==> src/rtl/commit_pkg.sv <==
// Shared definitions for the commit-side recovery logic: sequencer state
// encodings and the default geometry / exception vector used by the
// recovery sequencer and its RAT copy walker.
package commit_pkg;

   // Recovery sequencer states, walked strictly in this order
   typedef enum logic [2:0] {
      IDLE     = 3'd0,
      FLUSH    = 3'd1,
      DRAIN    = 3'd2,
      COPY     = 3'd3,
      REDIRECT = 3'd4
   } recState_t;

   localparam int          DEF_ARCH_LOG2    = 5;
   localparam int          DEF_PHYS_WIDTH   = 6;
   localparam int          DEF_DRAIN_CYCLES = 2;
   localparam logic [31:0] DEF_EXC_VECTOR   = 32'h80000180;

endpackage

==> src/rtl/recovery_sequencer_rat_copy_walker.sv <==
// RAT copy walker: steps an index through every architectural register,
// reading the retirement RAT and writing the same entry of the front-end
// RAT in the same cycle. Flags the last entry so the sequencer can leave COPY.
module rat_copy_walker
   import commit_pkg::*;
#(
   parameter int ARCH_LOG2  = DEF_ARCH_LOG2,
   parameter int PHYS_WIDTH = DEF_PHYS_WIDTH
) (
   input  logic                  CLK,
   input  logic                  RESET,
   input  logic                  FREEZE,
   input  logic                  copyActive,
   input  logic [PHYS_WIDTH-1:0] retRatRdData,
   output logic [ARCH_LOG2-1:0]  retRatRdIdx,
   output logic                  ratWrEn,
   output logic [ARCH_LOG2-1:0]  ratWrIdx,
   output logic [PHYS_WIDTH-1:0] ratWrData,
   output logic                  lastEntry
);

   logic [ARCH_LOG2-1:0] idx;

   // Advance one entry per unfrozen COPY cycle; park at 0 whenever not copying
   // so the next recovery always starts from entry 0
   always_ff @(posedge CLK) begin
      if (!RESET) begin
         idx <= '0;
      end else if (!FREEZE) begin
         if (copyActive) begin
            idx <= idx + ARCH_LOG2'(1);
         end else begin
            idx <= '0;
         end
      end
   end

   assign lastEntry   = copyActive && (idx == {ARCH_LOG2{1'b1}});
   assign retRatRdIdx = copyActive ? idx : '0;
   assign ratWrIdx    = copyActive ? idx : '0;
   assign ratWrData   = copyActive ? retRatRdData : '0;
   assign ratWrEn     = copyActive && !FREEZE;

endmodule

==> src/rtl/recovery_sequencer.sv <==
// Recovery sequencer: on an exception or mispredict at the ROB head it pulses
// the global flush, waits for in-flight writebacks to drain, copies the
// retirement RAT into the front-end RAT, then redirects fetch and rebuilds
// the free list. The front end is stalled for the whole sequence.
// Optional feature macro: RECOVERY_STATS_EN adds saturating counters of
// accepted requests and busy (unfrozen) cycles.
module recovery_sequencer
   import commit_pkg::*;
#(
   parameter int          ARCH_LOG2    = DEF_ARCH_LOG2,
   parameter int          PHYS_WIDTH   = DEF_PHYS_WIDTH,
   parameter int          DRAIN_CYCLES = DEF_DRAIN_CYCLES,
   parameter logic [31:0] EXC_VECTOR   = DEF_EXC_VECTOR
) (
   input  logic                  CLK,
   input  logic                  RESET,
   input  logic                  FREEZE,
   input  logic                  recoverReq_IN,
   input  logic                  recoverIsBranch_IN,
   input  logic [31:0]           recoverPC_IN,
   output logic [ARCH_LOG2-1:0]  retRatRdIdx_OUT,
   input  logic [PHYS_WIDTH-1:0] retRatRdData_IN,
   output logic                  ratWrEn_OUT,
   output logic [ARCH_LOG2-1:0]  ratWrIdx_OUT,
   output logic [PHYS_WIDTH-1:0] ratWrData_OUT,
   output logic                  flushEm_OUT,
   output logic                  stallFront_OUT,
   output logic                  fetchRedirect_OUT,
   output logic [31:0]           fetchPC_OUT,
   output logic                  freelistRebuild_OUT,
   output logic                  busy_OUT
`ifdef RECOVERY_STATS_EN
   ,
   output logic [15:0]           recoverCnt_OUT,
   output logic [31:0]           recoverCyc_OUT
`endif
);

   localparam int CNT_W = (DRAIN_CYCLES > 1) ? $clog2(DRAIN_CYCLES) : 1;
   localparam logic [CNT_W-1:0] DRAIN_LOAD = CNT_W'((DRAIN_CYCLES > 0) ? DRAIN_CYCLES - 1 : 0);

   recState_t         state;
   logic [CNT_W-1:0]  drainCnt;
   logic [31:0]       target;
   logic              accept;
   logic              copyActive;
   logic              lastEntry;

   assign accept     = (state == IDLE) && recoverReq_IN && !FREEZE;
   assign copyActive = RESET && (state == COPY);

   // Main recovery FSM with drain counter and redirect target latch; the
   // target is only captured on acceptance so later requests cannot disturb it
   always_ff @(posedge CLK) begin
      if (!RESET) begin
         state    <= IDLE;
         drainCnt <= '0;
         target   <= '0;
      end else if (!FREEZE) begin
         case (state)
            IDLE: begin
               if (recoverReq_IN) begin
                  target <= recoverIsBranch_IN ? recoverPC_IN : EXC_VECTOR;
                  state  <= FLUSH;
               end
            end
            FLUSH: begin
               if (DRAIN_CYCLES == 0) begin
                  state <= COPY;
               end else begin
                  drainCnt <= DRAIN_LOAD;
                  state    <= DRAIN;
               end
            end
            DRAIN: begin
               if (drainCnt == '0) begin
                  state <= COPY;
               end else begin
                  drainCnt <= drainCnt - CNT_W'(1);
               end
            end
            COPY: begin
               if (lastEntry) begin
                  state <= REDIRECT;
               end
            end
            REDIRECT: begin
               state <= IDLE;
            end
            default: begin
               state <= IDLE;
            end
         endcase
      end
   end

   rat_copy_walker #(
      .ARCH_LOG2  (ARCH_LOG2),
      .PHYS_WIDTH (PHYS_WIDTH)
   ) ratWalker (
      .CLK          (CLK),
      .RESET        (RESET),
      .FREEZE       (FREEZE),
      .copyActive   (copyActive),
      .retRatRdData (retRatRdData_IN),
      .retRatRdIdx  (retRatRdIdx_OUT),
      .ratWrEn      (ratWrEn_OUT),
      .ratWrIdx     (ratWrIdx_OUT),
      .ratWrData    (ratWrData_OUT),
      .lastEntry    (lastEntry)
   );

   assign busy_OUT            = RESET && (state != IDLE);
   assign stallFront_OUT      = busy_OUT;
   assign flushEm_OUT         = RESET && !FREEZE && (state == FLUSH);
   assign fetchRedirect_OUT   = RESET && !FREEZE && (state == REDIRECT);
   assign freelistRebuild_OUT = RESET && !FREEZE && (state == REDIRECT);
   assign fetchPC_OUT         = (RESET && (state == REDIRECT)) ? target : '0;

`ifdef RECOVERY_STATS_EN
   logic [15:0] recCnt;
   logic [31:0] recCyc;

   // Saturating statistics: accepted requests and unfrozen busy cycles
   always_ff @(posedge CLK) begin
      if (!RESET) begin
         recCnt <= '0;
         recCyc <= '0;
      end else begin
         if (accept && (recCnt != 16'hFFFF)) begin
            recCnt <= recCnt + 16'd1;
         end
         if (busy_OUT && !FREEZE && (recCyc != 32'hFFFFFFFF)) begin
            recCyc <= recCyc + 32'd1;
         end
      end
   end

   assign recoverCnt_OUT = recCnt;
   assign recoverCyc_OUT = recCyc;
`else
   logic unusedAccept;
   assign unusedAccept = accept;
`endif

endmodule

==> config.mk <==
export PLATFORM = sky130hd
export DESIGN_NAME = recovery_sequencer
export DESIGN_NICKNAME = d
export VERILOG_FILES = /design/src/rtl/commit_pkg.sv /design/src/rtl/recovery_sequencer_rat_copy_walker.sv /design/src/rtl/recovery_sequencer.sv
export SDC_FILE = /design/constraint.sdc
export NUM_CORES = 1
export LEC_CHECK = 0
export CAP_MARGIN = 20
export CORE_ASPECT_RATIO = 0.9
export CORE_MARGIN = 5
export CORE_UTILIZATION = 30
export CTS_CLUSTER_DIAMETER = 40
export DETAILED_ROUTE_END_ITERATION = 7
export GPL_TIMING_DRIVEN = 0
export SLEW_MARGIN = 20
export SYNTH_ARGS = -nofsm -noshare
export SYNTH_HDL_FRONTEND = slang
export SYNTH_SLANG_ARGS = --single-unit
==> constraint.sdc <==
create_clock -name CLK -period 1.5 [get_ports CLK]
set_input_delay 0.15 -clock CLK [delete_from_list [all_inputs] [get_ports CLK]]
set_output_delay 0.15 -clock CLK [all_outputs]
set_load 0.005 [all_outputs]
==> impl_summary.log <==
[metrics] WP data arrival: 1.66 ns
[metrics] Flop pwr share: 48.5%
[metrics] max cap viols: 0
[metrics] antenna violations before repair: 0
[metrics] total via count in the routed design: 2,492
[metrics] worst rel slew slack: 45.24%
[metrics] post-detailed-route DRC marker count: 0
[metrics] minimum period implied by the final worst setup slack: 1.815 ns
[metrics] total power draw: 0.002361 W
[metrics] post-place setup slack: -0.8150 ns
[metrics] violations in the final reports: negative setup slack
[metrics] half-perimeter wire length after detailed placement: 5371 µm
[metrics] combinational fraction of design power: 22.1%
[metrics] maximum level of the CTS H-tree: 2
[metrics] critical path class: reg2out
[metrics] Final ANT Viol Nets: 0
[metrics] die height: 93.31 µm
[metrics] P per Cell Area: 565.5 mW/mm²
[metrics] Setup violations, final: 69
[metrics] dominant synthesized flop cell: dfxtp_1
[metrics] average instance area after synthesis: 8.568 µm²
[metrics] Avg WL per Cell: 16.32 µm
[metrics] chip width: 102.6 µm
[metrics] NetSw: 0.0006271 W
[metrics] Post-synth EDFFs: 0
[metrics] worst-case vdd ir drop: 383.8 µV
[metrics] sequential fraction of the synthesis area: 35.48%
[metrics] reg-to-reg setup timing slack: -0.03 ns
[metrics] via count of the first global-routing pass: 2,458
[metrics] startpoint of the most critical register-to-register path: state[0]
[metrics] hold-fix buffers at CTS: 0
[metrics] unique cell type count in the Yosys netlist: 39
[metrics] required time worst endpoint: 1.35 ns
[metrics] floorplan die area: 0.009570 mm²
[metrics] worst setup slack after layout: -0.3149 ns
[metrics] Slew Limit Fails: 0
[metrics] clock network power share: 29.4%
[metrics] Critical Path Source Type: flop
[metrics] violation count after the first detailed-routing iteration: 68
[metrics] weighted congestion reported at the end of routability-driven placement: 0.7764
[metrics] overall track demand over capacity in global routing: 16.39%
[metrics] gr ovfl total: 0
[metrics] Area growth, synth to finish: 80.48%
[metrics] Initial Util: 30.66%
[metrics] number of buffers created by CTS: 5
[metrics] first-pass detailed-route iteration total: 4
[metrics] top cell type by total area after synthesis: dfxtp_1
[metrics] Final Hold Fails: 0
[metrics] Post-DP Area: 0.003385 mm²
[metrics] HP Class: in2reg
[metrics] number of ports placed on the die boundary: 97
[metrics] synthesized net count: 315
[metrics] routed wire length: 8062 µm
[metrics] YS warnings: 0
[metrics] type of destination of the critical path: primary output
[metrics] filler cell count in the final layout: 707
[metrics] synthesized instance count: 270
[metrics] clock tree from TritonCTS: built
[metrics] setup repair after global routing missed its margin: yes
[metrics] clock root buffer: clkbuf_8
[metrics] global-route wire length before repair: 12,440 µm
[metrics] layout cell share with drive strength beyond 1: 51.01%
[metrics] total of buffers placed on input and output ports: 95
[metrics] switching share of power: 26.56%
[metrics] diode count: 0
[metrics] clock-pin slew on the worst setup and hold paths: 0.07 ns
[metrics] hold-critical path depth: 3
[metrics] Leak Pwr: 1.691 nW
[metrics] fraction of registers with async set/reset: 0%
[metrics] Layout Cell Area excl Fill: 0.004175 mm²
[metrics] flop and latch count out of synthesis: 41
[metrics] clk_lat worst skew: 0.29 ns
[metrics] net count reported at finish: 442
[metrics] critical path launch point: state[0]
[metrics] outcome: finished with violations
[metrics] maximum buffer depth of the clock tree: 2
[metrics] hold endpoint: target[23]
[metrics] worst hold start: recoverReq_IN
[metrics] peak fanout along the critical path: 5
[metrics] Placement Rows: 30
[metrics] Fmax: 551.0 MHz
[metrics] pin count of the biggest net entering global routing: 12
[metrics] Setup Skew: 0.004261 ns
[metrics] reg-to-reg endpoint: target[25]
[metrics] post-synth design cell area: 0.002313 mm²
[metrics] number of sinks handled by clock tree synthesis: 41
[metrics] largest cells by area after synthesis: dfxtp_1 (35%), a21boi_1 (9.4%), and2_1 (8.7%)
[metrics] Worst Tran Pin Value: 0.8215 ns
[metrics] fraction of synthesized cell area taken by the top area cell type: 35.48%
[metrics] internal power: 0.001734 W
[metrics] share of the clock period used by the worst path: 121.0%
[metrics] Worst R2R Path Depth: 5
[metrics] ratio of routed vias to standard cells: 5.045
[metrics] placeable core area: 0.007545 mm²
-- cells by family after synthesis --
logic type | count (synthesis) | share of synthesized area, %
AOI/OAI and AO/OA | 78 | 22.07
and+or+nand+nor | 107 | 30.18
DFF | 41 | 35.48
buffers and inverters | 42 | 11.19
adders and majority gates | 2 | 1.081
-- cell usage in the layout, fill, tap and decap left out, types with 2 or more instances in the layout --
cell type,count
nand4_1,29
nand4b_1,3
nand3b_1,3
o21ai_2,28
and3_1,2
dfxtp_4,3
dlygate4sd2_1,2
buf_2,8
nand2_1,4
ha_2,2
clkbuf_16,3
buf_8,6
nor3_1,2
clkdlybuf4s50_1,39
o211a_1,3
dfxtp_1,36
nor2_1,2
nor2b_1,2
and2_4,28
buf_4,21
and3_4,11
o21ai_0,2
a21boi_0,5
a21oi_1,3
dfxtp_2,2
nor3b_1,2
o21ai_1,2
and2_1,4
clkbuf_8,8
buf_1,2
inv_1,2
buf_6,69
clkbuf_1,8
nor4_4,2
nand2b_1,3
a21boi_1,30
-- sequential cells by signal, summed over array words and instances (netlist names) --
register / cells
ratWalker.idx: 5
drainCnt: 1
target: 32
state: 3
-- power groups by stage --
stage                     clock network [W]  registers, W  logic (W)
after detailed placement                  0       0.00117   0.000395
after global routing               0.000782       0.00115   0.000559
after floorplan                           0       0.00116   0.000211
final                              0.000695       0.00114   0.000521
after global placement                    0       0.00117   0.000392
after CTS                          0.000717       0.00114   0.000437
-- worst max path at each step --
| stage | end | slack, ns | cells past startpoint |
|---|---|---|---|
| 6_report | fetchPC_OUT[28] | -0.31 | 8 |
| 5_1_grt | fetchPC_OUT[21] | -0.40 | 8 |
| 4_1_cts | fetchPC_OUT[22] | -0.38 | 9 |
| 3_5_place_dp | stallFront_OUT | -0.82 | 6 |
| 3_3_place_gp | stallFront_OUT | -0.80 | 6 |
| 2_1_floorplan | retRatRdIdx_OUT[0] | 0.04 | 6 |
-- synth_stat cells (2+ instances only) --
library cell	n
o21ai_0	12
nand4_1	29
nand2_1	6
buf_2	6
nor3_1	2
clkbuf_1	12
buf_4	13
buf_1	2
nor2b_1	3
inv_1	2
and2_1	32
nand4b_1	3
a21boi_1	29
nor2_1	2
and3_1	13
nand2b_1	3
nor3b_1	3
o21ai_1	20
a21oi_1	3
buf_6	6
ha_1	2
dfxtp_1	41
a21boi_0	6
nand3b_1	3
o211a_1	3
-- critical path, cell delays in order (launching register included) --
cell	delay (ns)
dfxtp_4	0.35
buf_6	0.11
buf_6	0.11
nor3_4	0.21
buf_6	0.14
buf_6	0.12
buf_6	0.12
and2_4	0.14
buf_6	0.08
-- final cells by class --
cell class / count / area (µm²) / area share (%)
multi-input combinational: 187 / 1509 / 36.14
timing repair buffer: 123 / 1285 / 30.78
sequential: 41 / 834.6 / 19.99
buffer: 36 / 335.3 / 8.031
tap: 96 / 120.1 / 2.877
clock buffer: 8 / 80.08 / 1.918
inverter: 3 / 11.26 / 0.2697
-- timing repair --
action | 4_1_cts | 5_1_grt
setup buffers | 20 | 4
cloned | 4 | 3
gates resized for setup | 355 | 62
pin swaps | 39 | 22
endpoints found under the setup margin | 56 | 88
-- per-stage QoR --
step,setup TNS [ns],util [%],cells,hold WS [ns]
global route,-16.02,55.34,494,0.3557
finish,-10.47,55.34,494,0.3449
detailed placement,-45.37,44.86,461,0.4601
CTS,-12.92,52.57,493,0.3513
floorplan,0,-,270,0.3165
global placement,-45.32,44.86,461,0.4523
-- layer usage --
metal / track usage, % / routed length (µm) / vias to the layer above
li1: - / - / 1224
met1: 22.82 / 3666 / 1175
met2: 24.84 / 3709 / 83
met3: 4.847 / 586 / 10
met4: 3.716 / 100 / 0
met5: 0 / 0 / -
No activity file was read; power rests on OpenSTA's default activity.
